File: src/rtl/keypad_scanner.sv
// keypad_scanner: 4x4 matrix keypad scanner with debounce and a 4-digit
// operand shift register (newest digit in X[3:0]).
// Optional feature macro: KEYPAD_HEX_EN. When defined, keys A-F are accepted;
// otherwise only 0-9 are entered, and the remaining keys are debounced and
// released silently.
`timescale 1ns/1ps
module keypad_scanner #(
   parameter int SCAN_DIV     = 1000,
   parameter int DEBOUNCE_CNT = 20000
) (
   input  logic        CLK,
   input  logic        CLR,
   input  logic [3:0]  ROW,
   input  logic        ENTRY_CLR,
   output logic [3:0]  COL,
   output logic [15:0] X,
   output logic [3:0]  KEY_CODE,
   output logic        KEY_VALID
);

   localparam int DIV_W = $clog2(SCAN_DIV);
   localparam int DEB_W = $clog2(DEBOUNCE_CNT);

   typedef enum logic [1:0] {
      S_SCAN,
      S_DEBOUNCE,
      S_ACCEPT,
      S_HELD
   } state_t;

   state_t             r_state;
   state_t             w_next;
   logic [DIV_W-1:0]   r_div;
   logic [DEB_W-1:0]   r_cnt;
   logic [1:0]         r_col;
   logic [3:0]         r_row;
   logic [15:0]        r_x;
   logic [3:0]         r_code;

   logic [3:0]         w_low;
   logic               w_one_low;
   logic               w_win_end;
   logic               w_match;
   logic               w_deb_done;
   logic               w_released;
   logic [3:0]         w_code;
   logic               w_key_ok;
   logic               w_accept;

   // Map the latched row pattern and column index to the key code.
   function automatic logic [3:0] key_lookup(input logic [3:0] row, input logic [1:0] col);
      logic [1:0] ri;
      logic [3:0] code;
      case (row)
         4'b1110: ri = 2'd0;
         4'b1101: ri = 2'd1;
         4'b1011: ri = 2'd2;
         default: ri = 2'd3;
      endcase
      case ({ri, col})
         4'd0:    code = 4'h1;
         4'd1:    code = 4'h2;
         4'd2:    code = 4'h3;
         4'd3:    code = 4'hA;
         4'd4:    code = 4'h4;
         4'd5:    code = 4'h5;
         4'd6:    code = 4'h6;
         4'd7:    code = 4'hB;
         4'd8:    code = 4'h7;
         4'd9:    code = 4'h8;
         4'd10:   code = 4'h9;
         4'd11:   code = 4'hC;
         4'd12:   code = 4'hE;
         4'd13:   code = 4'h0;
         4'd14:   code = 4'hF;
         default: code = 4'hD;
      endcase
      return code;
   endfunction

   assign w_low      = ~ROW;
   assign w_one_low  = (w_low != 4'h0) && ((w_low & 4'(w_low - 4'd1)) == 4'h0);
   assign w_win_end  = (r_div == DIV_W'(SCAN_DIV - 1));
   assign w_match    = (ROW == r_row);
   assign w_deb_done = (r_cnt == DEB_W'(DEBOUNCE_CNT - 1));
   assign w_released = (ROW == 4'hF);
   assign w_code     = key_lookup(r_row, r_col);
`ifdef KEYPAD_HEX_EN
   assign w_key_ok   = 1'b1;
`else
   assign w_key_ok   = (w_code <= 4'h9);
`endif
   assign w_accept   = (r_state == S_DEBOUNCE) && w_match && w_deb_done && w_key_ok;

   // State register.
   always_ff @(posedge CLK) begin
      if (CLR) r_state <= S_SCAN;
      else     r_state <= w_next;
   end

   // Next-state decode.
   always_comb begin
      w_next = r_state;
      case (r_state)
         S_SCAN:     if (w_win_end && w_one_low) w_next = S_DEBOUNCE;
         S_DEBOUNCE: begin
            if (!w_match)        w_next = S_SCAN;
            else if (w_deb_done) w_next = w_key_ok ? S_ACCEPT : S_HELD;
         end
         S_ACCEPT:   w_next = S_HELD;
         S_HELD:     if (w_released && w_deb_done) w_next = S_SCAN;
         default:    w_next = S_SCAN;
      endcase
   end

   // Scan divider, column index, debounce counter and row latch.
   always_ff @(posedge CLK) begin
      if (CLR) begin
         r_div <= '0;
         r_cnt <= '0;
         r_col <= '0;
         r_row <= '1;
      end else begin
         case (r_state)
            S_SCAN: begin
               if (w_win_end) begin
                  r_div <= '0;
                  if (w_one_low) begin
                     r_row <= ROW;
                     r_cnt <= '0;
                  end else begin
                     r_col <= r_col + 2'd1;
                  end
               end else begin
                  r_div <= r_div + DIV_W'(1);
               end
            end
            S_DEBOUNCE: begin
               // A mismatch restarts the window on the same column.
               if (!w_match || w_deb_done) r_cnt <= '0;
               else                        r_cnt <= r_cnt + DEB_W'(1);
               if (!w_match)               r_div <= '0;
            end
            S_ACCEPT: r_cnt <= '0;
            S_HELD: begin
               if (!w_released) begin
                  r_cnt <= '0;
               end else if (w_deb_done) begin
                  r_cnt <= '0;
                  r_div <= '0;
                  r_col <= r_col + 2'd1;
               end else begin
                  r_cnt <= r_cnt + DEB_W'(1);
               end
            end
            default: r_cnt <= '0;
         endcase
      end
   end

   // Operand register and last-key code; a clear coinciding with an accept
   // is applied before the shift.
   always_ff @(posedge CLK) begin
      if (CLR) begin
         r_x    <= '0;
         r_code <= '0;
      end else begin
         if (ENTRY_CLR && w_accept) r_x <= {12'h000, w_code};
         else if (ENTRY_CLR)        r_x <= '0;
         else if (w_accept)         r_x <= {r_x[11:0], w_code};
         if (w_accept)              r_code <= w_code;
      end
   end

   assign COL       = ~(4'b0001 << r_col);
   assign X         = r_x;
   assign KEY_CODE  = r_code;
   assign KEY_VALID = (r_state == S_ACCEPT);

endmodule

File: config.mk
export PLATFORM = sky130hd
export DESIGN_NAME = keypad_scanner
export DESIGN_NICKNAME = d
export VERILOG_FILES = /design/src/rtl/keypad_scanner.sv
export SDC_FILE = /design/constraint.sdc
export NUM_CORES = 1
export LEC_CHECK = 0
export ABC_CLOCK_PERIOD_IN_PS = 3600
export CELL_PAD_IN_SITES_DETAIL_PLACEMENT = 1
export CELL_PAD_IN_SITES_GLOBAL_PLACEMENT = 1
export CORE_ASPECT_RATIO = 1.25
export CORE_MARGIN = 3
export CORE_UTILIZATION = 46
export CTS_CLUSTER_DIAMETER = 40
export DETAILED_ROUTE_END_ITERATION = 8
export HOLD_SLACK_MARGIN = 0.06
export PLACE_DENSITY_LB_ADDON = 0.08
export SYNTH_ARGS = -nofsm -noshare
export SYNTH_HDL_FRONTEND = slang
export SYNTH_SLANG_ARGS = --single-unit
File: constraint.sdc
create_clock -name CLK -period 3.6 [get_ports CLK]
set_input_delay 0.72 -clock CLK [delete_from_list [all_inputs] [get_ports CLK]]
set_output_delay 0.72 -clock CLK [all_outputs]
set_load 0.01 [all_outputs]
Word level (Yosys, flattened, before mapping)

Memories as Yosys holds them, arrays and structs flattened.
Index checks and enable logic that the tools add are counted.

Memory bits (read-only): 64
Word-level logic and storage cells: 84
Bits of input ports: 7
Memories: 1
Output and inout port bits: 25
Register bits: 53

Memory list:

| memory          | words | bits a word | read ports | clocked after Yosys merged registers in | write ports | line | RTL |
|---|---|---|---|---|---|---|---|
| (no name shown) | 16    | 4           | 1          | 0                                       | 0           | 60   | `case ({ri, col})` |

Muxes and demuxes: 26
Reductions and logical operators: 21
Shift operators: 1
Add/sub/neg operators: 4
Bitwise operators: 3
Eq/ne operators: 19
Order comparisons: 1

Operators by type and width:

| operator                                                         | number |
|---|---|
| 15-bit two-way mux                                               | 5 |
| 15-bit case mux with 4 select lines                              | 1 |
| 10-bit two-way mux                                               | 4 |
| 10-bit case mux with 3 select lines                              | 1 |
| 4-bit == test (second input constant)                            | 4 |
| 2-bit two-way mux                                                | 8 |
| 2-bit != test (second input constant)                            | 8 |
| 15-bit by 1-bit adder with 15-bit output (second input constant) | 1 |
| 15-bit == test (second input constant)                           | 1 |
| 4-bit two-way mux                                                | 3 |
| 10-bit by 1-bit adder with 10-bit output (second input constant) | 1 |
| 10-bit == test (second input constant)                           | 1 |
| 4-bit NOT                                                        | 2 |
| 2-bit case mux with 4 select lines                               | 1 |
| 1-bit logical AND                                                | 7 |
| 2-bit case mux with 3 select lines                               | 1 |
| 3-bit AND reduction                                              | 2 |
| 3-bit nonzero test                                               | 2 |
| 5-bit AND reduction                                              | 1 |
| 4-bit bitwise AND                                                | 1 |
| 2-bit == test (second input constant)                            | 2 |
| 4-bit == test                                                    | 1 |
| 4-bit <= comparator (second input constant)                      | 1 |
| 4-bit logical NOT                                                | 1 |
| 15 further kinds                                                 | 15 |

Depth between registers and ports, before layout

Word-level depth: 8
Mapped depth: 9
Gate-level depth less buffers: 8

Least setup slack after synthesis

Ideal clock, no wire load.

Path type: input -> register
Start point: in ROW[1]
End point: reg r_x[10], in the netlist X[10]
Library setup time: 72 ps
Cell stages on the path: 7
Setup slack: 1452 ps
Arrival time: 2076 ps
Cell sequence: xor2_1 -> nor4_4 -> and2_2 -> nand3_2 -> nor2_4 -> buf_6 -> mux2i_1

Cells in the longest elaborated chain, start to end: 6

RTL lines:

| item                               | line | RTL |
|---|---|---|
| from (decl)                        | 13   | `input logic [3:0] ROW,` |
| 4-bit == test (*)                  | 84   | `assign w_match = (ROW == r_row);` |
| 1-bit logical AND (*) (3 in a row) | 93   | `assign w_accept = (r_state == S_DEBOUNCE) && w_match && w_deb_done && w_key_ok;` |
| 1-bit logical AND                  | 168  | `if (ENTRY_CLR && w_accept) r_x <= {12'h000, w_code};` |
| 3-bit OR reduction (no line)       | -    |  |
| to (signal assigned)               | 168  |  |
| to (signal assigned)               | 170  | `else if (w_accept) r_x <= {r_x[11:0], w_code};` |
| to (decl)                          | 37   | `logic [15:0] r_x;` |

Mark *: on every way between the ends. The rest lies on a longest branch, timed or not.
A chain may end at the register's enable or synchronous reset.

Worst setup path in the final report

Ends and elaborated chain as after synthesis.

==> summary.md <==
| Metric | Value |
|---|---|
| Via/cell ratio | `roughly 5.6` |
| CP endpoint kind | `flop` |
| I/O Buffers | `31` |
| Reg2reg start | `r_col[0]` |
| Status | `finished, final reports clean` |
| Mapped Nets | `roughly 350` |
| Yosys reg bits | `53` |
| First DRT Iteration DRCs | `88` |
| Die height | `95.7 µm` |
| Hold Path Depth | `2` |
| Total grt overflow | `0` |
| WP data arrival | `around 3.0 ns` |
| Setup repair after global routing missed its margin | `false` |
| Count leader, synth | `dfxtp_1` |
| Clk_lat worst skew | `0.30 ns` |
| Area Growth Syn to Fin | `14.3%` |
| Clock power frac | `0.350` |
| Predominant post-synthesis flop cell | `dfxtp_1` |
| Top Metal Used | `met4` |
| CP Launch Type | `input pin` |
| Sw frac | `0.239` |
| Worst-margin pin slew | `around 0.97 ns` |
| DRC | `0` |
| Critical path peak fanout | `12` |
| Core area | `between 6000 and 7000 µm²` |
| Post-CTS Setup Inserts | `0` |
| Yosys top cell by area | `dfxtp_1` |
| Post-synth design cell area | `slightly below 3000 µm²` |
| Die width | `slightly below 80 µm` |
| Final setup viols | `0` |
| Relative slew slack | `0.354` |
| Synth top area cells | `dfxtp_1 (36%), mux2i_1 (6.4%), nand2_1 (4.6%)` |
| DR pass1 iterations | `4` |
| CTS clk-pin slew, worst paths | `around 0.10 ns` |
| Starting density of the core | `0.477` |
| Layout cells sized above 1 | `0.0799` |
| Total Die Area | `about 7400 µm²` |
| R2r endpoint | `X[10]` |
| Post-synth EDFFs | `0` |
| Hold path startpoint | `X[13]` |
| Setup ws final | `0.882 ns` |
| Commonest cells post-synth | `dfxtp_1 (53), nand2_1 (36), nor2_1 (21)` |
| Min-Delay Path Class | `flop to flop` |
| Worst Hold Path EP | `X[13]` |
| Dpl ws | `around 0.54 ns` |
| CTS tree | `done` |
| Power Density | `between 200 and 300 nW/µm²` |
| CTS Root Cell | `clkbuf_8` |
| Slowest CP cell | `clkdlybuf4s50_1` |
| Largest net degree at the start of global routing | `21` |
| Count of standard-cell rows | `32` |
| Crit path kind | `input pin to flop` |
| Max VDD drop | `0.000285 V` |
| Final net count | `roughly 380` |
| Initial antenna violation count | `0` |
| Fmax | `between 300 and 400 MHz` |
| R2R Setup Slk | `1.00 ns` |
| Post-synth cell types | `60` |
| Max clock buf depth | `2` |
| Max-slew violation count | `0` |
| N_diodes | `0` |
| Setup_tns | `0 ns` |
| YS warnings | `0` |
| Mapped Cells | `336` |
| Global-route wire length before repair | `between 10000 and 15000 µm` |
| Clock sinks | `between 50 and 60` |
| Fin crit period | `between 2 and 3 ns` |
| Worst R2R Path Depth | `8` |
| DP HPWL | `4860 µm` |
| CTS buffer count | `5` |
| Routed wire length | `~6500 µm` |
| # IOs | `32` |
| DR WL/cell | `14.6 µm` |
| Worst EP required | `approximately 3.8 ns` |
| Met2 wire length | `~3400 µm` |
| Synth top area share | `0.359` |
| Seq pwr share | `0.606` |
| Tcrit/Tclk final | `0.755` |
| CTS hold repair buffers | `0` |
| Gate power share | `0.044` |
| MaxCap Viol Count | `0` |
| DR WL met3 | `135 µm` |
| Sw power | `approximately 0.23 mW` |
| Pint | `0.744 mW` |
| Vias | `about 2500` |
| CP peak stage delay | `about 0.50 ns` |
| Routed length on met1 | `between 2000 and 3000 µm` |
| RePlAce Congestion | `around 0.77` |
| Leak pwr | `roughly 1.2 nW` |
| Resized cells post-CTS | `0` |
| Clk_skew | `~0.011 ns` |
| H-tree Lvls | `2` |
| Syn_area_per_cell | `8.81 µm²` |
| Gr usage total | `0.184` |
| Number of global-route vias before repair | `2548` |
| Post-DRT Antenna Nets | `0` |
| CP Cell Sequence | `clkdlybuf4s50_1 > xor2_1 > nor4_4 > and2_2 > nand3_2 > nor2_4 > mux2i_1` |
| Final hold vios | `0` |
| Fraction of registers with async set/reset | `0` |
| Sequential cell area fraction in the yosys report | `0.359` |
==> cell usage in the layout, fill, tap and decap left out, drive strengths merged, types with 2 or more instances in the layout <==
| cell type | n |
|---|---|
| dfxtp | 53 |
| nand2 | 36 |
| clkdlybuf4s50 | 31 |
| o21ai | 23 |
| nor2 | 22 |
| mux2i | 19 |
| a21oi | 18 |
| inv | 14 |
| and3 | 11 |
| nor3 | 10 |
| xor2 | 10 |
| a21o | 9 |
| nand3 | 9 |
| ha | 8 |
| nor3b | 7 |
| xnor2 | 6 |
| o2111ai | 6 |
| a31oi | 5 |
| o22ai | 5 |
| clkbuf | 5 |
| nor4 | 5 |
| nand4 | 4 |
| or3 | 4 |
| and4bb | 4 |
| and2 | 4 |
| nand3b | 3 |
| nor2b | 3 |
| buf | 3 |
| or2b | 2 |
| nand2b | 2 |
| a22oi | 2 |
| o211ai | 2 |
| and4 | 2 |
| clkinv | 2 |
==> worst max-delay path: cells and delay by family <==
family,cells,cell delay [ns]
buf+inv,1,0.50
xor+xnor,1,0.21
mux,1,0.24
simple gates,4,1.28
==> kinds of logic (layout without fill, tap and decap cells) <==
kind of cell / count (synthesis) / in the layout / synth area share
flip-flops: 53 / 53 / 0.359
AO/OA/AOI/OAI: 77 / 77 / 0.171
AND/OR/NAND/NOR: 133 / 133 / 0.265
multiplexers: 19 / 19 / 0.0643
XOR/XNOR: 16 / 16 / 0.0499
adder cells (fa/ha/maj): 9 / 9 / 0.0376
buffers and inverters: 29 / 56 / 0.0537
==> registers in the layout (all words and copies together), names as in the netlist, named ones only <==
register,flops
KEY_CODE,4
X,16
r_cnt,15
r_col,2
r_div,10
r_row,4
r_state,1
==> power by group through the flow <==
stage	clock network [mW]	registers, mW	logic, mW
after floorplan	0	0.605	0.0254
after global placement	0	0.606	0.0421
after detailed placement	0	0.606	0.0432
after CTS	0.358	0.593	0.0434
after global routing	0.385	0.594	0.0482
final	0.342	0.592	0.0430
==> worst max path at each step <==
stage	startpoint	endpoint	slack, ns	depth (start not counted)
floorplan	ROW[1]	X[10]	1.45	7
global placement	ROW[1]	X[15]	0.64	7
detailed placement	ROW[1]	X[10]	0.54	7
CTS	ROW[1]	X[10]	0.86	7
global route	ROW[1]	X[6]	0.74	7
finish	ROW[1]	X[10]	0.88	7
==> metrics by stage <==
step           std cells  hold WS (ns)  area (µm²)  total power [mW]   util
2_1_floorplan        336         0.442        2960             0.631      -
3_3_place_gp         440         0.446        3290             0.648  0.530
3_5_place_dp         440         0.459        3290             0.649  0.530
4_1_cts              448         0.476        3380             0.994  0.545
5_1_grt              448         0.502        3380              1.03  0.545
6_report             448         0.474        3380             0.978  0.545
==> per-layer routing <==
| layer | global-route usage | vias up |
|---|---|---|
| met5 | 0 | - |
| met4 | 0.0490 | 0 |
| met3 | 0.0227 | 8 |
| met2 | 0.346 | 24 |
| met1 | 0.220 | 1226 |
| li1 | - | 1256 |
==> layout make-up <==
| cell class | instances | area (µm²) |
|---|---|---|
| inverters | 14 | 52.6 |
| flip-flops and latches | 53 | 1060 |
| clock inverters | 3 | 21.3 |
| multi-input cells | 254 | 1740 |
| fillers | 746 | 2820 |
| clock buffers | 5 | 68.8 |
| repair buffers | 34 | 333 |
| well taps | 85 | 106 |
(Power assumes the default switching activity.)
